--- src/rtl/equiv_pkg.sv ---
// Shared types and default widths for the equivalence response checker.
// Defaults match the port widths of the combinational netlists under test.
package equiv_pkg;

    typedef enum logic [1:0] {
        StIdle,
        StRun,
        StDone
    } state_e;

    localparam int unsigned DefInW = 20;
    localparam int unsigned DefOutW = 10;
    // x^10 + x^3 + 1
    localparam logic [DefOutW-1:0] DefMisrPoly = 10'h009;

endpackage

--- src/rtl/misr_reg.sv ---
// Multiple-input signature register: shift left, fold the MSB back through POLY,
// and XOR in the parallel input word on every enabled cycle.
module misr_reg
    import equiv_pkg::*;
#(
    parameter int unsigned          WIDTH = DefOutW,
    parameter logic [WIDTH-1:0]     POLY  = WIDTH'(DefMisrPoly)
) (
    input  logic             clk,
    input  logic             rst,
    input  logic             clr,
    input  logic             en,
    input  logic [WIDTH-1:0] din,
    output logic [WIDTH-1:0] sig
);

    logic [WIDTH-1:0] sig_q;
    logic [WIDTH-1:0] sig_d;

    always_comb begin
        sig_d = sig_q;
        if (clr) begin
            sig_d = '0;
        end else if (en) begin
            sig_d = {sig_q[WIDTH-2:0], 1'b0} ^ (sig_q[WIDTH-1] ? POLY : '0) ^ din;
        end
    end

    always_ff @(posedge clk or posedge rst) begin
        if (rst) begin
            sig_q <= '0;
        end else begin
            sig_q <= sig_d;
        end
    end

    assign sig = sig_q;

endmodule

--- config.mk ---
export PLATFORM = sky130hd
export DESIGN_NAME = misr_reg
export DESIGN_NICKNAME = d
export VERILOG_FILES = /design/src/rtl/equiv_pkg.sv /design/src/rtl/misr_reg.sv
export SDC_FILE = /design/constraint.sdc
export NUM_CORES = 1
export LEC_CHECK = 0
export ABC_AREA = 1
export ABC_CLOCK_PERIOD_IN_PS = 950
export BUFFER_PORTS_ARGS = -buffer_cell sky130_fd_sc_hd__buf_2
export CAP_MARGIN = 40
export CORE_AREA = 5 5 42 44
export CTS_CLUSTER_DIAMETER = 150
export DETAILED_ROUTE_END_ITERATION = 8
export DIE_AREA = 0 0 47 49
export PLACE_DENSITY_LB_ADDON = 0.1
export SKIP_CTS_REPAIR_TIMING = 1
export SLEW_MARGIN = 20
export SYNTH_ARGS = -nofsm -noshare
export SYNTH_HDL_FRONTEND = slang
export SYNTH_SLANG_ARGS = --single-unit
--- constraint.sdc ---
create_clock -name clk -period 0.95 [get_ports clk]
set_input_delay 0.0475 -clock clk [delete_from_list [all_inputs] [get_ports clk]]
set_output_delay 0.0475 -clock clk [all_outputs]
set_load 0.05 [all_outputs]
# Word level (Yosys, flattened, before mapping)
# Index checks and enable logic that the tools add are counted.
# op_classes
bitwise_logic,2
n_mux,3
reduce_logical,1
# ops
operator,count
10-bit 2-to-1 mux,2
10-bit XOR,1
10-bit by 4-bit XOR with 10-bit output,1
4-bit 2-to-1 mux,1
2-bit nonzero test,1
# totals
output_inout_bits,10
elab_cells,7
reg_bits,10
inputBits,14

# Depth between registers and ports, before layout
# depth
word_depth,5
mapped_depth,5
mapped_depth_nobuf,5

# Worst setup path after synthesis
# Ideal clock, no wire load.
# synth_path
path_kind,flip-flop to flip-flop
startpoint,"register sig_q[9], in the netlist sig[9]"
endpoint,"register sig_q[3], in the netlist sig[3]"
stages_incl_launch_ff,6
path_buffers,0
slack_ns,-0.218
period_less_slack_ns,1.168
setup_ns,0.118
required_time_ns,0.832
arrival_time_ns,1.050
cell_sequence,dfrtp_1 -> inv_1 -> nand2_1 -> nand3_1 -> nand3_1 -> nand2_1
# synth_via
elab_chain_len,5
# synth_lines
item,line,text
from (decl),misr_reg.sv:17,logic [WIDTH-1:0] sig_q;
from (signal assigned),misr_reg.sv:33,sig_q <= sig_d;
4-bit 2-to-1 mux,misr_reg.sv:25,"sig_d = {sig_q[WIDTH-2:0], 1'b0} ^ (sig_q[WIDTH-1] ? POLY : '0) ^ din;"
10-bit by 4-bit XOR with 10-bit output,misr_reg.sv:25,
10-bit XOR,misr_reg.sv:25,
10-bit 2-to-1 mux,misr_reg.sv:24,end else if (en) begin
10-bit 2-to-1 mux,misr_reg.sv:22,if (clr) begin
# Every way passes these cells. The select of a mux whose other input is x is not followed.
# A chain may end at the register's enable or synchronous reset.

# Final worst setup path
# layout_path
startpoint,"register sig_q[9], in the netlist sig[9]"
endpoint,output sig[9]
# layout_lines
item,line,text
to (decl),misr_reg.sv:14,output logic [WIDTH-1:0] sig
# No word-level cell between the ends.

==> results.txt <==
The flow ran to the end, but the final reports show violations. The checks that failed: negative setup slack. The count of final max-slew check failures is 0. The row count is 14, and the via count of the routed design is 450. At the worst endpoint, the required time is 900 ps. After clock tree synthesis, the clock-pin slew on the worst setup and hold paths is 70 ps. Effective utilization at floorplan: 36.9%. In this run, synthesis produced a sequential element count of 10. The count of different cell masters after synthesis was 11; the number of instances in the synthesized netlist was 52. Across the routed clock network, the largest skew measured is 1.40 ps.

The number of top-level design ports was 24. The setup check on the worst reg-to-reg path leaves a slack of 60 ps. TritonCTS built the clock tree. For the worst-skew pair, the clock arrives at the later sink with an insertion delay of 270 ps. The tools report the sequential-to-total area share from yosys stat as 48.4%.

Yosys printed 0 warnings. The run gives 11 as the largest net degree at the start of global routing. Clock tree synthesis selected as its root buffer the cell sky130_fd_sc_hd__clkbuf_4.

The height of the die is 49 um. The run gives 96 as the count of non-filler cells in the finished layout. The cell with the largest stage delay on the worst path is sky130_fd_sc_hd__dfrtp_2. For the pin with the worst max-slew slack, the measured transition is 411 ps.

Timing would allow up to 1050 MHz. In the routed design, unresolved DRC markers number 0. Count of input and output buffers: 23.

The global route total overflow was 0. In the finished design, the share of the clock period the worst path needs comes to 100%. Along the worst hold path, the cell count comes to 3. In this design, the stage delay of the slowest critical-path cell is 440 ps. The first global-routing pass estimated 1830 um of wire. The final layout contains routed wiring with a total length of 1170 um. The via count of the first global-routing pass was 437; the synthesis-to-layout area growth was 46.0%. CTS saw 10 sinks.

Once placement completed, the tool counted placed cells totaling 91. The critical hold path startpoint was din[5]. Measured in cells, the most critical reg-to-reg path has a length of 5. In the global route stage, overall resource usage came out at 10.9%. The register with the most flip-flops in the layout has 10 of them. Number of buffer and inverter instances along the worst setup path: 1.

In this run the tightest slew margin relative to its limit is 72.6%. For this block, the initial DRC count from the detailed router was 4. The via count normalized by instance count came out at 4.69. The type of the worst setup path is flip-flop to output pin.

STA puts the critical path data arrival time at 900 ps. STA classifies the critical path startpoint as a flip-flop. The worst setup path is captured at an output pin. The cell area after technology mapping is 517 um2. The power density relative to cell area came out at 1670 nW/um2.

The cell count along the critical path works out to 1. Walking the worst path, the cells encountered are buf_4. Final-report setup violation count: 1.

The number of buffers created by CTS is 3, and the weighted congestion reported at the end of routability-driven placement is 0.653. In this run the static leakage power is 0.343 nW. For the count of endpoints failing hold in the final timing report, the log shows 0. In this run the worst hold path is classified as input pin to flip-flop. The number of antenna diodes in the final layout is 0. Area share of the largest cell type after synthesis: 48.4%. Setup repair after global routing could not meet its margin everywhere. The core region is 1400 um2. Worst-case hold path end point: sig[5]$_DFFE_PP0P_. The synthesized design spends more area on one cell type than any other, namely sky130_fd_sc_hd__dfrtp_1. For this run, the post-layout net count is 95.

The post-route antenna net violation count came out at 0. By area the synthesized netlist is led by sky130_fd_sc_hd__dfrtp_1 48%, sky130_fd_sc_hd__xnor2_1 15%, sky130_fd_sc_hd__o21ai_2 12%, sky130_fd_sc_hd__nand2_1 9.4%, sky130_fd_sc_hd__nor2_4 4.4%. Once detailed placement completed, the half-perimeter wirelength came to 841 um. The setup slack of the critical path after layout was -1.86 ps. Max-cap violations in this run came to 0. Across all hold checks on the routed design, the worst slack comes to 49.6 ps. VDD sags by at most 0.690 mV. The number of antenna violations at the first check in global routing was 0. The first TritonRoute pass finished after 4 iterations. Minimum clock period after layout: 952 ps.

For the level count of the clock H-tree, the log shows 1. Among cell families on the critical path, the largest total delay comes from flip-flops. The startpoint identified for the worst register-to-register timing path is sig[9]$_DFFE_PP0P_. The largest fanout of any net on the critical path works out to 5.

The die covers 2300 um2. The mean instance size in the synthesized netlist is 9.94 um2, and the maximum clock insertion buffer count is 2. The fraction of final layout cells with drive strength greater than 1 is 60.0%. The die is 47 um wide. After detailed routing, the average wire length per cell comes to 12.1 um.

The number of nets handed over by synthesis was 66. In this run the critical register-to-register path is captured at sig[3]$_DFFE_PP0P_.
==> cells in the mapped netlist <==
| cell | number |
|---|---|
| sky130_fd_sc_hd__xnor2_1 | 9 |
| sky130_fd_sc_hd__inv_2 | 1 |
| sky130_fd_sc_hd__dfrtp_1 | 10 |
| sky130_fd_sc_hd__nand3_1 | 2 |
| sky130_fd_sc_hd__o21ai_2 | 7 |
| sky130_fd_sc_hd__o22ai_1 | 2 |
| sky130_fd_sc_hd__inv_4 | 1 |
| sky130_fd_sc_hd__nor2_4 | 2 |
| sky130_fd_sc_hd__nand2_1 | 13 |
| sky130_fd_sc_hd__inv_1 | 4 |
| sky130_fd_sc_hd__nand3b_1 | 1 |
==> worst max-delay path by stage <==
stage	from	to
global placement	sig[9]$_DFFE_PP0P_	sig[3]$_DFFE_PP0P_
global route	sig[9]$_DFFE_PP0P_	sig[9]
CTS	sig[9]$_DFFE_PP0P_	sig[9]
floorplan	sig[9]$_DFFE_PP0P_	sig[3]$_DFFE_PP0P_
finish	sig[9]$_DFFE_PP0P_	sig[9]
detailed placement	sig[9]$_DFFE_PP0P_	sig[3]$_DFFE_PP0P_
==> final cells by class <==
| type | count | area (um2) |
|---|---|---|
| clock buffers | 4 | 36.3 |
| fillers | 146 | 647 |
| inverters | 6 | 25.0 |
| multi-input cells | 36 | 241 |
| flip-flops and latches | 10 | 263 |
| well taps | 16 | 20.0 |
| repair buffers | 24 | 169 |
==> report_power, final <==
| group | switching (mW) | total [mW] | internal, mW | leakage, nW |
|---|---|---|---|---|
| Sequential | 0.0380 | 0.505 | 0.467 | 0.118 |
| Combinational | 0.227 | 0.367 | 0.140 | 0.203 |
| Clock | 0.158 | 0.390 | 0.233 | 0.0210 |
| Total | 0.422 | 1.26 | 0.840 | 0.343 |
==> logic make-up after synthesis <==
kind of cell | count (synthesis) | synth area share [%]
DFF | 10 | 48.4
AOI/OAI and AO/OA | 9 | 14.3
buffers and inverters | 6 | 4.84
xor gates and xnor gates | 9 | 15.3
and+or+nand+nor | 18 | 17.2
==> tightest hold or removal path, stage by stage <==
cell,delay (ps)
sky130_fd_sc_hd__buf_2,80
sky130_fd_sc_hd__xnor2_1,60
sky130_fd_sc_hd__o21ai_2,100
==> per-stage QoR <==
step | area, um2 | setup TNS, ps | util, % | worst slack, ps | total power [mW]
after floorplan | 529 | -44.0 | - | -44.0 | 0.749
after global placement | 664 | 0 | 47.4 | 79.1 | 0.842
after detailed placement | 664 | 0 | 47.4 | 56.9 | 0.843
after CTS | 701 | -188 | 50.0 | -47.7 | 1.23
after global routing | 754 | -30.6 | 53.8 | -16.8 | 1.31
final | 754 | -1.86 | 53.8 | -1.86 | 1.26
==> cell usage in the layout, fill, tap and decap left out, drive strengths merged <==
| cell type | count |
|---|---|
| inv | 6 |
| dlygate4sd3 | 1 |
| nand3b | 1 |
| clkbuf | 4 |
| buf | 23 |
| o21ai | 7 |
| nand3 | 2 |
| o22ai | 2 |
| nand2 | 13 |
| nor2 | 2 |
| dfrtp | 10 |
| xnor2 | 9 |
==> layer usage <==
metal	share of wire [%]	track usage [%]	routed length (um)	vias up
met4	1.3	5.53	15	0
met3	7.4	2.95	86	4
met5	0	0	0	-
met2	46	15.8	534	17
li1	-	-	-	222
met1	45	14.3	529	207
Power figures use the tool's default switching activity.
